==> config.mk <==
export PLATFORM = sky130hd
export DESIGN_NAME = lsu_ctrl_flat
export DESIGN_NICKNAME = d
export VERILOG_FILES = /design/src/rtl/lsu_pkg.sv /design/src/rtl/lsu_ctrl_if.sv /design/src/rtl/lsu_align.sv /design/src/rtl/lsu_ctrl.sv /design/src/flat_wrapper.sv
export SDC_FILE = /design/constraint.sdc
export NUM_CORES = 1
export LEC_CHECK = 0
export ABC_AREA = 1
export BUFFER_PORTS_ARGS = -buffer_cell sky130_fd_sc_hd__buf_2
export CAP_MARGIN = 20
export CORE_ASPECT_RATIO = 1.25
export CORE_MARGIN = 2
export CORE_UTILIZATION = 49
export DETAILED_ROUTE_END_ITERATION = 10
export GPL_TIMING_DRIVEN = 1
export HOLD_SLACK_MARGIN = 0.06
export MAX_ROUTING_LAYER = met4
export PLACE_DENSITY = 0.85
export SLEW_MARGIN = 20
export SYNTH_ARGS = -nofsm -noshare
export SYNTH_HDL_FRONTEND = slang
export SYNTH_SLANG_ARGS = --single-unit
==> constraint.sdc <==
create_clock -name clk -period 4.5 [get_ports clk]
set_input_delay 0.45 -clock clk [delete_from_list [all_inputs] [get_ports clk]]
set_output_delay 0.45 -clock clk [all_outputs]
set_load 0.02 [all_outputs]
==> src/rtl/lsu_pkg.sv <==
`default_nettype none
// ============================================================================
// Module      : lsu_pkg
// Description : Shared types and encodings for the load/store sequencer.
//               FSM state enum, load/store funct3 codes (matching the main
//               decoder), access-size codes, fault causes and a helper that
//               flags legal load encodings.
// Revision    : 1.0 - initial release
// ============================================================================
package lsu_pkg;

  typedef enum logic [2:0] {
    S_IDLE = 3'd0,
    S_REQ  = 3'd1,
    S_WAIT = 3'd2,
    S_DONE = 3'd3,
    S_ERR  = 3'd4
  } lsu_state_e;

  // Load funct3
  localparam logic [2:0] LD_LB  = 3'b000;
  localparam logic [2:0] LD_LH  = 3'b001;
  localparam logic [2:0] LD_LW  = 3'b010;
  localparam logic [2:0] LD_LBU = 3'b100;
  localparam logic [2:0] LD_LHU = 3'b101;

  // Store funct3[1:0]
  localparam logic [1:0] ST_SB = 2'b00;
  localparam logic [1:0] ST_SH = 2'b01;
  localparam logic [1:0] ST_SW = 2'b10;

  // Access size, taken from funct3[1:0] for both directions
  localparam logic [1:0] SIZE_BYTE = 2'b00;
  localparam logic [1:0] SIZE_HALF = 2'b01;
  localparam logic [1:0] SIZE_WORD = 2'b10;

  // fault_cause codes
  localparam logic [1:0] FAULT_NONE     = 2'b00;
  localparam logic [1:0] FAULT_MISALIGN = 2'b01;
  localparam logic [1:0] FAULT_TIMEOUT  = 2'b10;
  localparam logic [1:0] FAULT_ILLEGAL  = 2'b11;

  function automatic logic load_legal(input logic [2:0] f3);
    logic ok;
    ok = 1'b0;
    case (f3)
      LD_LB, LD_LH, LD_LW, LD_LBU, LD_LHU: ok = 1'b1;
      default:                             ok = 1'b0;
    endcase
    return ok;
  endfunction

endpackage
`default_nettype wire

==> src/rtl/lsu_ctrl_if.sv <==
`default_nettype none
// ============================================================================
// Module      : lsu_ctrl_if
// Description : Data-memory bus between the load/store sequencer (master)
//               and data memory (slave).
//               mem_req/mem_we/mem_addr/mem_be/mem_wdata : request channel
//               mem_gnt                                   : request accepted
//               mem_rvalid/mem_rdata                      : read response
// Revision    : 1.0 - initial release
// ============================================================================
interface lsu_ctrl_if;

  logic        mem_req;
  logic        mem_we;
  logic [31:0] mem_addr;
  logic [3:0]  mem_be;
  logic [31:0] mem_wdata;
  logic        mem_gnt;
  logic        mem_rvalid;
  logic [31:0] mem_rdata;

  modport master (
    output mem_req, mem_we, mem_addr, mem_be, mem_wdata,
    input  mem_gnt, mem_rvalid, mem_rdata
  );

  modport slave (
    input  mem_req, mem_we, mem_addr, mem_be, mem_wdata,
    output mem_gnt, mem_rvalid, mem_rdata
  );

endinterface
`default_nettype wire

==> src/rtl/lsu_align.sv <==
`default_nettype none
// ============================================================================
// Module      : lsu_align
// Description : Combinational byte-lane steering for the sequencer.
//               Store side : st_size/st_off/st_data -> st_be, st_wdata
//                            (byte enables and lane-replicated data)
//               Load side  : ld_funct3/ld_off/ld_rdata -> ld_result
//                            (byte/half extraction, sign/zero extension)
// Revision    : 1.0 - initial release
// ============================================================================
module lsu_align (
  input  logic [1:0]  st_size,
  input  logic [1:0]  st_off,
  input  logic [31:0] st_data,
  output logic [3:0]  st_be,
  output logic [31:0] st_wdata,
  input  logic [2:0]  ld_funct3,
  input  logic [1:0]  ld_off,
  input  logic [31:0] ld_rdata,
  output logic [31:0] ld_result
);
  import lsu_pkg::*;

  logic [7:0]  w_byte;
  logic [15:0] w_half;

  // Store direction. Data is replicated on every lane so memory can pick
  // whichever lanes the byte enables select.
  always_comb begin
    st_be    = 4'b1111;
    st_wdata = st_data;
    case (st_size)
      SIZE_BYTE: begin
        st_be    = 4'b0001 << st_off;
        st_wdata = {4{st_data[7:0]}};
      end
      SIZE_HALF: begin
        st_be    = st_off[1] ? 4'b1100 : 4'b0011;
        st_wdata = {2{st_data[15:0]}};
      end
      default: begin
        st_be    = 4'b1111;
        st_wdata = st_data;
      end
    endcase
  end

  // Load direction
  always_comb begin
    w_byte = ld_rdata[7:0];
    case (ld_off)
      2'd0:    w_byte = ld_rdata[7:0];
      2'd1:    w_byte = ld_rdata[15:8];
      2'd2:    w_byte = ld_rdata[23:16];
      default: w_byte = ld_rdata[31:24];
    endcase
    w_half = ld_off[1] ? ld_rdata[31:16] : ld_rdata[15:0];

    ld_result = ld_rdata;
    case (ld_funct3)
      LD_LB:   ld_result = {{24{w_byte[7]}}, w_byte};
      LD_LH:   ld_result = {{16{w_half[15]}}, w_half};
      LD_LBU:  ld_result = {24'h0, w_byte};
      LD_LHU:  ld_result = {16'h0, w_half};
      default: ld_result = ld_rdata;
    endcase
  end

endmodule
`default_nettype wire

==> src/rtl/lsu_ctrl.sv <==
`default_nettype none
// ============================================================================
// Module      : lsu_ctrl
// Description : Load/store sequencer between execute stage and data memory.
//               Runs a req/gnt/rvalid handshake, stalls the core while an
//               access is in flight, and faults on misaligned, illegal-size
//               or timed-out accesses.
//   clk, reset           : clock, asynchronous active-high reset
//   load_en, store_en    : access request from execute (load wins if both)
//   load_ctrl/store_ctrl : size codes (funct3)
//   addr, store_data     : effective byte address, rs2 value
//   stall                : hold PC/pipeline inputs
//   done, load_data      : access complete, extended load result
//   fault, fault_cause   : access aborted, 01 misalign/10 timeout/11 size
//   bus                  : data-memory bus (master side)
// Revision    : 1.0 - initial release
// ============================================================================
module lsu_ctrl #(
  parameter int TIMEOUT_CYCLES = 16
) (
  input  logic        clk,
  input  logic        reset,
  input  logic        load_en,
  input  logic        store_en,
  input  logic [2:0]  load_ctrl,
  input  logic [1:0]  store_ctrl,
  input  logic [31:0] addr,
  input  logic [31:0] store_data,
  output logic        stall,
  output logic        done,
  output logic [31:0] load_data,
  output logic        fault,
  output logic [1:0]  fault_cause,
  lsu_ctrl_if.master  bus
);
  import lsu_pkg::*;

  localparam int              CNT_W    = $clog2(TIMEOUT_CYCLES);
  localparam logic [CNT_W-1:0] CNT_LAST = CNT_W'(TIMEOUT_CYCLES - 1);

  lsu_state_e       r_state;
  lsu_state_e       w_next;
  logic [CNT_W-1:0] r_cnt;

  logic        r_mem_req;
  logic        r_mem_we;
  logic [31:0] r_mem_addr;
  logic [3:0]  r_mem_be;
  logic [31:0] r_mem_wdata;
  logic [2:0]  r_funct3;
  logic [1:0]  r_off;
  logic [31:0] r_load_data;
  logic [1:0]  r_fault_cause;

  logic        w_access;
  logic        w_we;
  logic [1:0]  w_size;
  logic        w_legal;
  logic        w_misalign;
  logic [3:0]  w_be;
  logic [31:0] w_wdata;
  logic [31:0] w_ld_result;
  logic        w_launch;
  logic        w_capture;
  logic        w_to_err;
  logic [1:0]  w_err_cause;

  // Request decode; a simultaneous load and store is handled as a load
  always_comb begin
    w_access   = load_en | store_en;
    w_we       = store_en & ~load_en;
    w_size     = load_en ? load_ctrl[1:0] : store_ctrl;
    w_legal    = load_en ? load_legal(load_ctrl)
                         : (store_ctrl inside {ST_SB, ST_SH, ST_SW});
    w_misalign = ((w_size == SIZE_HALF) && addr[0]) ||
                 ((w_size == SIZE_WORD) && (addr[1:0] != 2'b00));
  end

  // Store lanes use the live request; load extraction uses the latched
  // funct3/offset because the response arrives after the request cycle.
  lsu_align u_align (
    .st_size   (w_size),
    .st_off    (addr[1:0]),
    .st_data   (store_data),
    .st_be     (w_be),
    .st_wdata  (w_wdata),
    .ld_funct3 (r_funct3),
    .ld_off    (r_off),
    .ld_rdata  (bus.mem_rdata),
    .ld_result (w_ld_result)
  );

  always_ff @(posedge clk or posedge reset) begin
    if (reset) r_state <= S_IDLE;
    else       r_state <= w_next;
  end

  always_comb begin
    w_next      = r_state;
    w_launch    = 1'b0;
    w_capture   = 1'b0;
    w_to_err    = 1'b0;
    w_err_cause = FAULT_NONE;
    case (r_state)
      S_IDLE: begin
        if (w_access) begin
          if (!w_legal) begin
            w_next      = S_ERR;
            w_to_err    = 1'b1;
            w_err_cause = FAULT_ILLEGAL;
          end else if (w_misalign) begin
            w_next      = S_ERR;
            w_to_err    = 1'b1;
            w_err_cause = FAULT_MISALIGN;
          end else begin
            w_next   = S_REQ;
            w_launch = 1'b1;
          end
        end
      end
      S_REQ: begin
        if (bus.mem_gnt) begin
          if (r_mem_we) begin
            w_next = S_DONE;
          end else if (bus.mem_rvalid) begin
            w_next    = S_DONE;
            w_capture = 1'b1;
          end else begin
            w_next = S_WAIT;
          end
        end else if (r_cnt == CNT_LAST) begin
          w_next      = S_ERR;
          w_to_err    = 1'b1;
          w_err_cause = FAULT_TIMEOUT;
        end
      end
      S_WAIT: begin
        if (bus.mem_rvalid) begin
          w_next    = S_DONE;
          w_capture = 1'b1;
        end else if (r_cnt == CNT_LAST) begin
          w_next      = S_ERR;
          w_to_err    = 1'b1;
          w_err_cause = FAULT_TIMEOUT;
        end
      end
      S_DONE:  w_next = S_IDLE;
      S_ERR:   w_next = S_IDLE;
      default: w_next = S_IDLE;
    endcase
  end

  // Datapath registers. mem_req is registered from the next state so it is
  // high exactly while the FSM sits in REQ.
  always_ff @(posedge clk or posedge reset) begin
    if (reset) begin
      r_mem_req     <= 1'b0;
      r_mem_we      <= 1'b0;
      r_mem_addr    <= 32'h0;
      r_mem_be      <= 4'h0;
      r_mem_wdata   <= 32'h0;
      r_funct3      <= 3'h0;
      r_off         <= 2'h0;
      r_cnt         <= '0;
      r_load_data   <= 32'h0;
      r_fault_cause <= 2'h0;
    end else begin
      r_mem_req <= (w_next == S_REQ);
      if (w_launch) begin
        r_mem_we    <= w_we;
        r_mem_addr  <= {addr[31:2], 2'b00};
        r_mem_be    <= w_be;
        r_mem_wdata <= w_wdata;
        r_funct3    <= load_en ? load_ctrl : {1'b0, store_ctrl};
        r_off       <= addr[1:0];
        r_cnt       <= '0;
      end else if ((r_state == S_REQ) || (r_state == S_WAIT)) begin
        r_cnt <= r_cnt + 1'b1;
      end
      if (w_capture) r_load_data   <= w_ld_result;
      if (w_to_err)  r_fault_cause <= w_err_cause;
    end
  end

  assign stall = w_access &&
                 ((r_state == S_IDLE) || (r_state == S_REQ) || (r_state == S_WAIT));
  assign done        = (r_state == S_DONE);
  assign fault       = (r_state == S_ERR);
  assign load_data   = r_load_data;
  assign fault_cause = r_fault_cause;

  assign bus.mem_req   = r_mem_req;
  assign bus.mem_we    = r_mem_we;
  assign bus.mem_addr  = r_mem_addr;
  assign bus.mem_be    = r_mem_be;
  assign bus.mem_wdata = r_mem_wdata;

endmodule
`default_nettype wire

==> src/flat_wrapper.sv <==
// flat-port wrapper written by rule: the top's interface ports become plain ports
module lsu_ctrl_flat import lsu_pkg::*;
#(
  parameter int TIMEOUT_CYCLES = 16
)
  (clk, reset, load_en, store_en, load_ctrl, store_ctrl, addr, store_data, stall, done, load_data, fault, fault_cause, bus_mem_req, bus_mem_we, bus_mem_addr, bus_mem_be, bus_mem_wdata, bus_mem_gnt, bus_mem_rvalid, bus_mem_rdata);
  lsu_ctrl_if bus_i ();
  input  logic clk;
  input  logic reset;
  input  logic load_en;
  input  logic store_en;
  input  logic [2:0] load_ctrl;
  input  logic [1:0] store_ctrl;
  input  logic [31:0] addr;
  input  logic [31:0] store_data;
  output logic stall;
  output logic done;
  output logic [31:0] load_data;
  output logic fault;
  output logic [1:0] fault_cause;
  output wire logic [$bits(bus_i.mem_req)-1:0] bus_mem_req;
  output wire logic [$bits(bus_i.mem_we)-1:0] bus_mem_we;
  output wire logic [$bits(bus_i.mem_addr)-1:0] bus_mem_addr;
  output wire logic [$bits(bus_i.mem_be)-1:0] bus_mem_be;
  output wire logic [$bits(bus_i.mem_wdata)-1:0] bus_mem_wdata;
  input wire logic [$bits(bus_i.mem_gnt)-1:0] bus_mem_gnt;
  input wire logic [$bits(bus_i.mem_rvalid)-1:0] bus_mem_rvalid;
  input wire logic [$bits(bus_i.mem_rdata)-1:0] bus_mem_rdata;
  assign bus_mem_req = bus_i.mem_req;
  assign bus_mem_we = bus_i.mem_we;
  assign bus_mem_addr = bus_i.mem_addr;
  assign bus_mem_be = bus_i.mem_be;
  assign bus_mem_wdata = bus_i.mem_wdata;
  assign bus_i.mem_gnt = bus_mem_gnt;
  assign bus_i.mem_rvalid = bus_mem_rvalid;
  assign bus_i.mem_rdata = bus_mem_rdata;
  lsu_ctrl #(.TIMEOUT_CYCLES(TIMEOUT_CYCLES)) u_core (.clk(clk), .reset(reset), .load_en(load_en), .store_en(store_en), .load_ctrl(load_ctrl), .store_ctrl(store_ctrl), .addr(addr), .store_data(store_data), .stall(stall), .done(done), .load_data(load_data), .fault(fault), .fault_cause(fault_cause), .bus(bus_i));
endmodule
== Yosys cells after proc, flatten, opt, wreduce, memory -nomap -nowiden ==
Cells that the tools add are included.

* Register bits after elaboration: 114
* Input bits: 107
* Output and inout bits: 107
* Logic and storage cells: 95

* Add/sub/neg operators: 1
* Equal/unequal tests: 19
* Shifts and indexed selects: 1
* Muxes and demuxes: 43
* Bitwise gates (word level): 3
* Reductions and logical operators: 17

{| class="wikitable"
|+ Operator list
! operator !! number
|-
| 32-bit one-hot mux with 4 select lines || 1
|-
| 32-bit one-hot mux with 2 select lines || 1
|-
| 3-bit two-way mux || 8
|-
| 8-bit one-hot mux with 3 select lines || 1
|-
| 1-bit two-way mux || 17
|-
| 16-bit two-way mux || 1
|-
| 3-bit == test (second input constant) || 5
|-
| 3-bit by 1-bit == test with 1-bit output (second input constant) || 4
|-
| 2-bit two-way mux || 6
|-
| 4-bit two-way mux || 3
|-
| 3-bit by 2-bit == test with 1-bit output (second input constant) || 3
|-
| 3-bit zero test || 3
|-
| 3-bit one-hot mux with 3 select lines || 1
|-
| 4-bit one-hot mux with 2 select lines || 1
|-
| 2-bit by 1-bit == test with 1-bit output (second input constant) || 3
|-
| 2-bit == test (second input constant) || 3
|-
| 2-bit zero test || 3
|-
| 2-bit one-hot mux with 3 select lines || 1
|-
| 5-bit OR reduction || 1
|-
| 4-bit by 1-bit adder with 4-bit output (second input constant) || 1
|-
| 4-bit == test (second input constant) || 1
|-
| 1-bit logical OR || 4
|-
| 2-bit nonzero test || 2
|-
| 1-bit by 2-bit << shifter with 4-bit output (first input constant) || 1
|-
| other kinds (7) || 9
|}

== Logic depth before layout (Yosys ltp) ==
* Depth after elaboration: 9
* Gate-level depth with buffers: 11
* Gate-level depth less buffers: 9

== Cells and area by module ==
A second synthesis with hierarchy kept.

* Cell total of the unflattened synthesis: 787
* Area total of the unflattened synthesis: 5,864.4 um^2

{| class="wikitable"
|+ Modules (own cells, without submodules)
! module !! instances !! cells an instance !! area an instance (um^2) !! sequential area each (um^2)
|-
| lsu_ctrl || 1 || 534 || 4,670.7 || 2,852.7
|-
| lsu_align || 1 || 253 || 1,193.6 || 0.0
|}

== Worst setup path before layout ==
OpenSTA, ideal clock, no wires.

* Path kind: input port to flip-flop
* Start point: in load_en
* End point: reg u_core.r_cnt[1]
* Library setup time: 123 ps
* Arrival time: 1,344 ps
* Data required time: 4,377 ps
* Path slack: 3,033 ps
* Stages on the path: 10
* Path buffers: 2
* Path through: buf_6 inv_2 nand2_1 nand2_1 inv_2 nand3_2 nand3_2 nor2_4 buf_6 a21oi_1

* Longest elaborated chain between the ends: 9
* Elaborated cells between the ends (all ways): 14
* Classes of those cells: eq/ne: 2; mux: 7; bitwise: 1; reduce/logical: 4

{| class="wikitable"
|+ RTL lines
! item !! line !! source
|-
| start: declaration || flat_wrapper.sv:10 || <nowiki>input logic load_en;</nowiki>
|-
| 2-bit two-way mux || lsu_ctrl.sv:72 || <nowiki>w_size = load_en ? load_ctrl[1:0] : store_ctrl;</nowiki>
|-
| 2-bit by 1-bit == test with 1-bit output / 2-bit == test (equally long branches) || lsu_ctrl.sv:75, lsu_ctrl.sv:76 ||
|-
| 1-bit logical AND (on tied branches) || lsu_ctrl.sv:75, lsu_ctrl.sv:76 ||
|-
| 1-bit logical OR || lsu_ctrl.sv:75 || <nowiki>w_misalign = ((w_size == SIZE_HALF) && addr[0]) ||</nowiki>
|-
| 1-bit two-way mux || lsu_ctrl.sv:111 || <nowiki>end else if (w_misalign) begin</nowiki>
|-
| 1-bit two-way mux || lsu_ctrl.sv:107 || <nowiki>if (!w_legal) begin</nowiki>
|-
| 1-bit two-way mux * || lsu_ctrl.sv:106 || <nowiki>if (w_access) begin</nowiki>
|-
| 1-bit two-way mux * || lsu_ctrl.sv:104 || <nowiki>case (r_state)</nowiki>
|-
| 4-bit two-way mux / 2-bit nonzero test (equally long branches) || -- ||
|-
| end signal: assignment || lsu_ctrl.sv:178 || <nowiki>r_cnt <= r_cnt + 1'b1;</nowiki>
|-
| end: declaration || lsu_ctrl.sv:43 || <nowiki>logic [CNT_W-1:0] r_cnt;</nowiki>
|}

Every way passes the cells marked *; elsewhere a longest branch is shown, timed or not.
A chain may end at the register's enable or synchronous reset.

== Worst setup path in the final report ==
* Start point: reg u_core.r_funct3[1]
* End point: reg u_core.r_load_data[29] (netlist: u_core.load_data[29])

* Longest elaborated chain between the ends: 2
* Elaborated cells between the ends (all ways): 5
* Classes of those cells: eq/ne: 3; mux: 1; reduce/logical: 1

{| class="wikitable"
|+ RTL lines
! item !! line !! source
|-
| start: declaration || lsu_ctrl.sv:50 || <nowiki>logic [2:0] r_funct3;</nowiki>
|-
| start signal: assignment || lsu_ctrl.sv:174 || <nowiki>r_funct3 <= load_en ? load_ctrl : {1'b0, store_ctrl};</nowiki>
|-
| 3-bit == test (tied with other cells) || lsu_align.sv:60 || <nowiki>case (ld_funct3)</nowiki>
|-
| 32-bit one-hot mux with 4 select lines * || lsu_align.sv:60 ||
|-
| end signal: assignment || lsu_ctrl.sv:180 || <nowiki>if (w_capture) r_load_data <= w_ld_result;</nowiki>
|-
| end: declaration || lsu_ctrl.sv:52 || <nowiki>logic [31:0] r_load_data;</nowiki>
|}

Marks and branches as above.

==> impl_metrics.json <==
{
  "synth_sequential_area_ratio": 0.508,
  "cts_sinks": 114,
  "avgSynthCellArea_um2": 7.48,
  "setup_viol": 0,
  "first_global_vias": 5315,
  "finalSetupTns_ns": 0,
  "post_cts_resize_count": 0,
  "buffer_ports.inserted": 211,
  "clk_root_buffer_cell": "sky130_fd_sc_hd__clkbuf_16",
  "area_of_the_core_region_um2": 11100,
  "hp-class": "input port to asynchronous set/reset pin",
  "multi_input_comb_area_um2": 2380,
  "cp-start-kind": "flip-flop",
  "worstRegToRegCells": 7,
  "postCtsSetupRepairBufs": 0,
  "number_of_flops_mapped_to_enable_cells_by_yosys": 0,
  "ys_dominant_reg_cell": "sky130_fd_sc_hd__dfrtp_1",
  "crit_path_max_incr_delay_ns": 1.07,
  "status": "finished, final reports clean",
  "ff2ff_setup_slack_ns": 2.03,
  "die_x_um": 99.8,
  "postRouteAntennaNets": 0,
  "drv.max_cap_violation_count": 0,
  "critical_path.slowest_cell": "sky130_fd_sc_hd__dfrtp_1",
  "worst_slew_margin_rel": 0.262,
  "critPathArrivalTime_ns": 2.75,
  "final_nets": 1061,
  "placement.setup.worst_slack_ns": 1.75,
  "grt_antenna_before_repair": 0,
  "placementRows": 43,
  "cts_hold_repair.buffers": 0,
  "route.detailed.wl_per_inst_um": 13.9,
  "wire_length_of_the_first_global_routing_pass_um": 24700,
  "grt_setup_unrepaired": "no",
  "grt_util_all_layers": 0.258,
  "syn2layout_area_growth_pct": 29.8,
  "worst_skew_pair.late_latency_ns": 0.40,
  "cts_max_path_buffers": 2,
  "num-fill-cells": 962,
  "period_minus_slack_ns": 2.47,
  "finalWirelength_um": 15300,
  "iter_0_drt_violations": 315,
  "htree_levels": 4,
  "worstMarginPinSlew_ns": 1.11,
  "floorplan.die.height_um": 124,
  "timing.final.ws_setup_ns": 2.03,
  "synth.yosys.warnings": 0,
  "cts_inserted_buffers": 17,
  "drv_slew": 0,
  "dpl-instance-area_um2": 6670,
  "max_clock_freq_ghz": 0.405,
  "power_density_nw_per_um2": 755,
  "period_share": 0.548,
  "fin_area_um2": 7300,
  "instance_count_of_the_mapped_netlist": 751,
  "report.final.hold_viol_count": 0,
  "clk_transition_reported_paths_ns": 0.05,
  "crit_chain": "clkinv_2 -> nand2_1 -> nor2_1 -> nand3_2 -> nand2_2 -> nor2_1 -> nor2_1",
  "initial_utilization": 0.505,
  "synth-seq-cells": 114,
  "drt_first_pass_iters": 5,
  "critPathMostFrequentCell": "sky130_fd_sc_hd__nor2_1",
  "timing.setup.critical_path_class": "flip-flop to flip-flop",
  "cts_tree": "done",
  "post_route_cells_drive_above_1_share": 0.278,
  "dpl.hpwl_um": 10900,
  "crit-reg2reg-capture": "u_core.load_data[29]",
  "fin_worst_skew_ns": 0.00704,
  "io-pin-count": 214,
  "maximum_number_of_pins_on_one_net_before_global_route_repair": 81,
  "sequential_cell_area_um2": 2850,
  "floorplan.die_area_um2": 12300,
  "static_leak_nw": 4.11,
  "yosysUniqueCellTypes": 35,
  "finish.utilization": 0.655,
  "n_antenna_cell": 0,
  "synth_async_sr_flop_share": 1.00,
  "required_arrival_time_at_the_worst_endpoint_ns": 4.78,
  "worstReg2RegStart": "u_core.r_funct3[1]",
  "globalplace.congestion": 0.836,
  "cp-end-kind": "flip-flop",
  "num_vias": 5543,
  "post_drt_via_cell_ratio": 5.03,
  "worstPathMaxFanout": 33,
  "hold-worst-slack_ns": 0.0734,
  "post_synth_instance_area_um2": 5620,
  "remaining_drc_errors": 0,
  "gr-total-overflow": 0,
  "ir_worst_vdd_mv": 0.351
}
area by class of cell:
| type | instances | share of cell area |
|---|---|---|
| flip-flops and latches | 114 | 0.391 |
| multi-input cells | 558 | 0.326 |
| repair buffers | 217 | 0.153 |
| clock buffers | 23 | 0.0655 |
| inverters | 45 | 0.0237 |
| well taps | 135 | 0.0232 |
| clock inverters | 9 | 0.0177 |
through the flow:
step | total power [mW] | cells
after floorplan | 3.40 | 752
after global placement | 4.06 | 1068
after detailed placement | 4.13 | 1068
after CTS | 5.53 | 1100
after global routing | 5.88 | 1101
final | 5.51 | 1101
registers in the layout (all words and copies together), names as in the netlist:
register and count:
u_core.bus.mem_wdata 32, u_core.load_data 32, u_core.fault_cause 2, u_core.bus.mem_addr 30, u_core.r_off 2, u_core.bus.mem_we 1, u_core.bus.mem_req 1, u_core.r_state 3
u_core.r_funct3 3, u_core.r_cnt 4, u_core.bus.mem_be 4
power by group:
group	switching (mW)	total (mW)	internal (mW)
Sequential	0.339	1.84	1.50
Clock	0.464	1.38	0.913
Combinational	1.54	2.29	0.755
Total	2.34	5.51	3.17
per-layer routing:
metal	part of all wire	routed length [um]	global-route usage	up-vias
met5	0	0	-	-
met4	0.022	344	0.0959	0
met3	0.066	1010	0.0505	31
met2	0.51	7750	0.434	234
met1	0.41	6220	0.311	2546
li1	-	-	-	2732
cell usage after synthesis, types with 5 or more instances:
cell type | count | area [um2]
sky130_fd_sc_hd__clkbuf_1 | 6 | 22.5
sky130_fd_sc_hd__o21ai_0 | 38 | 190
sky130_fd_sc_hd__nand3_1 | 28 | 140
sky130_fd_sc_hd__nor2_1 | 82 | 308
sky130_fd_sc_hd__inv_2 | 5 | 18.8
sky130_fd_sc_hd__o211ai_1 | 7 | 52.6
sky130_fd_sc_hd__nand2_1 | 343 | 1290
sky130_fd_sc_hd__o21ai_1 | 16 | 80.1
sky130_fd_sc_hd__buf_2 | 17 | 85.1
sky130_fd_sc_hd__a21oi_1 | 14 | 70.1
sky130_fd_sc_hd__buf_6 | 8 | 90.1
sky130_fd_sc_hd__dfrtp_1 | 114 | 2850
sky130_fd_sc_hd__inv_1 | 39 | 146
cell usage in the layout, fill, tap and decap left out, drive strengths merged:
master,synthesis,final
clkinvlp,0,2
a31oi,1,1
nand4,2,2
a21oi,15,15
ha,1,1
nand3b,2,2
nor3,2,2
and3,1,1
nand3,31,31
or2,3,3
nor2,85,85
clkbuf,6,23
xor2,2,2
o21bai,1,1
nor3b,1,1
bufinv,0,3
inv,44,44
o21ai,55,55
buf,29,217
conb,1,2
clkinv,1,5
dfrtp,114,114
o211ai,7,7
nand2,346,346
xnor2,1,1
worst max-delay path: cells and delay by family (launching register included):
kind | cells | cell delay (ns)
flip-flops | 1 | 1.07
buffers and inverters | 1 | 0.40
AND/OR/NAND/NOR | 6 | 0.87
worst max-delay path by stage:
stage,slack (ns),endpoint,start,cells after the start
after CTS,2.08,u_core.load_data[29],u_core.r_funct3[1],7
after detailed placement,1.75,u_core.bus.mem_addr[20],load_en,10
after global routing,1.79,u_core.load_data[19],u_core.r_funct3[1],7
final,2.03,u_core.load_data[29],u_core.r_funct3[1],7
after floorplan,1.03,u_core.bus.mem_addr[10],reset,1
after global placement,1.84,u_core.bus.mem_be[0],load_en,9
logic make-up after synthesis:
| kind of cell | after synthesis | share of synthesized area |
|---|---|---|
| buffers and inverters | 80 | 0.0708 |
| AOI/OAI and AO/OA | 79 | 0.0768 |
| xor gates and xnor gates | 3 | 0.00468 |
| and+or+nand+nor | 473 | 0.337 |
| other | 1 | 0.000667 |
| DFF | 114 | 0.508 |
| adders and majority gates | 1 | 0.00223 |
(Power assumes the default switching activity.)
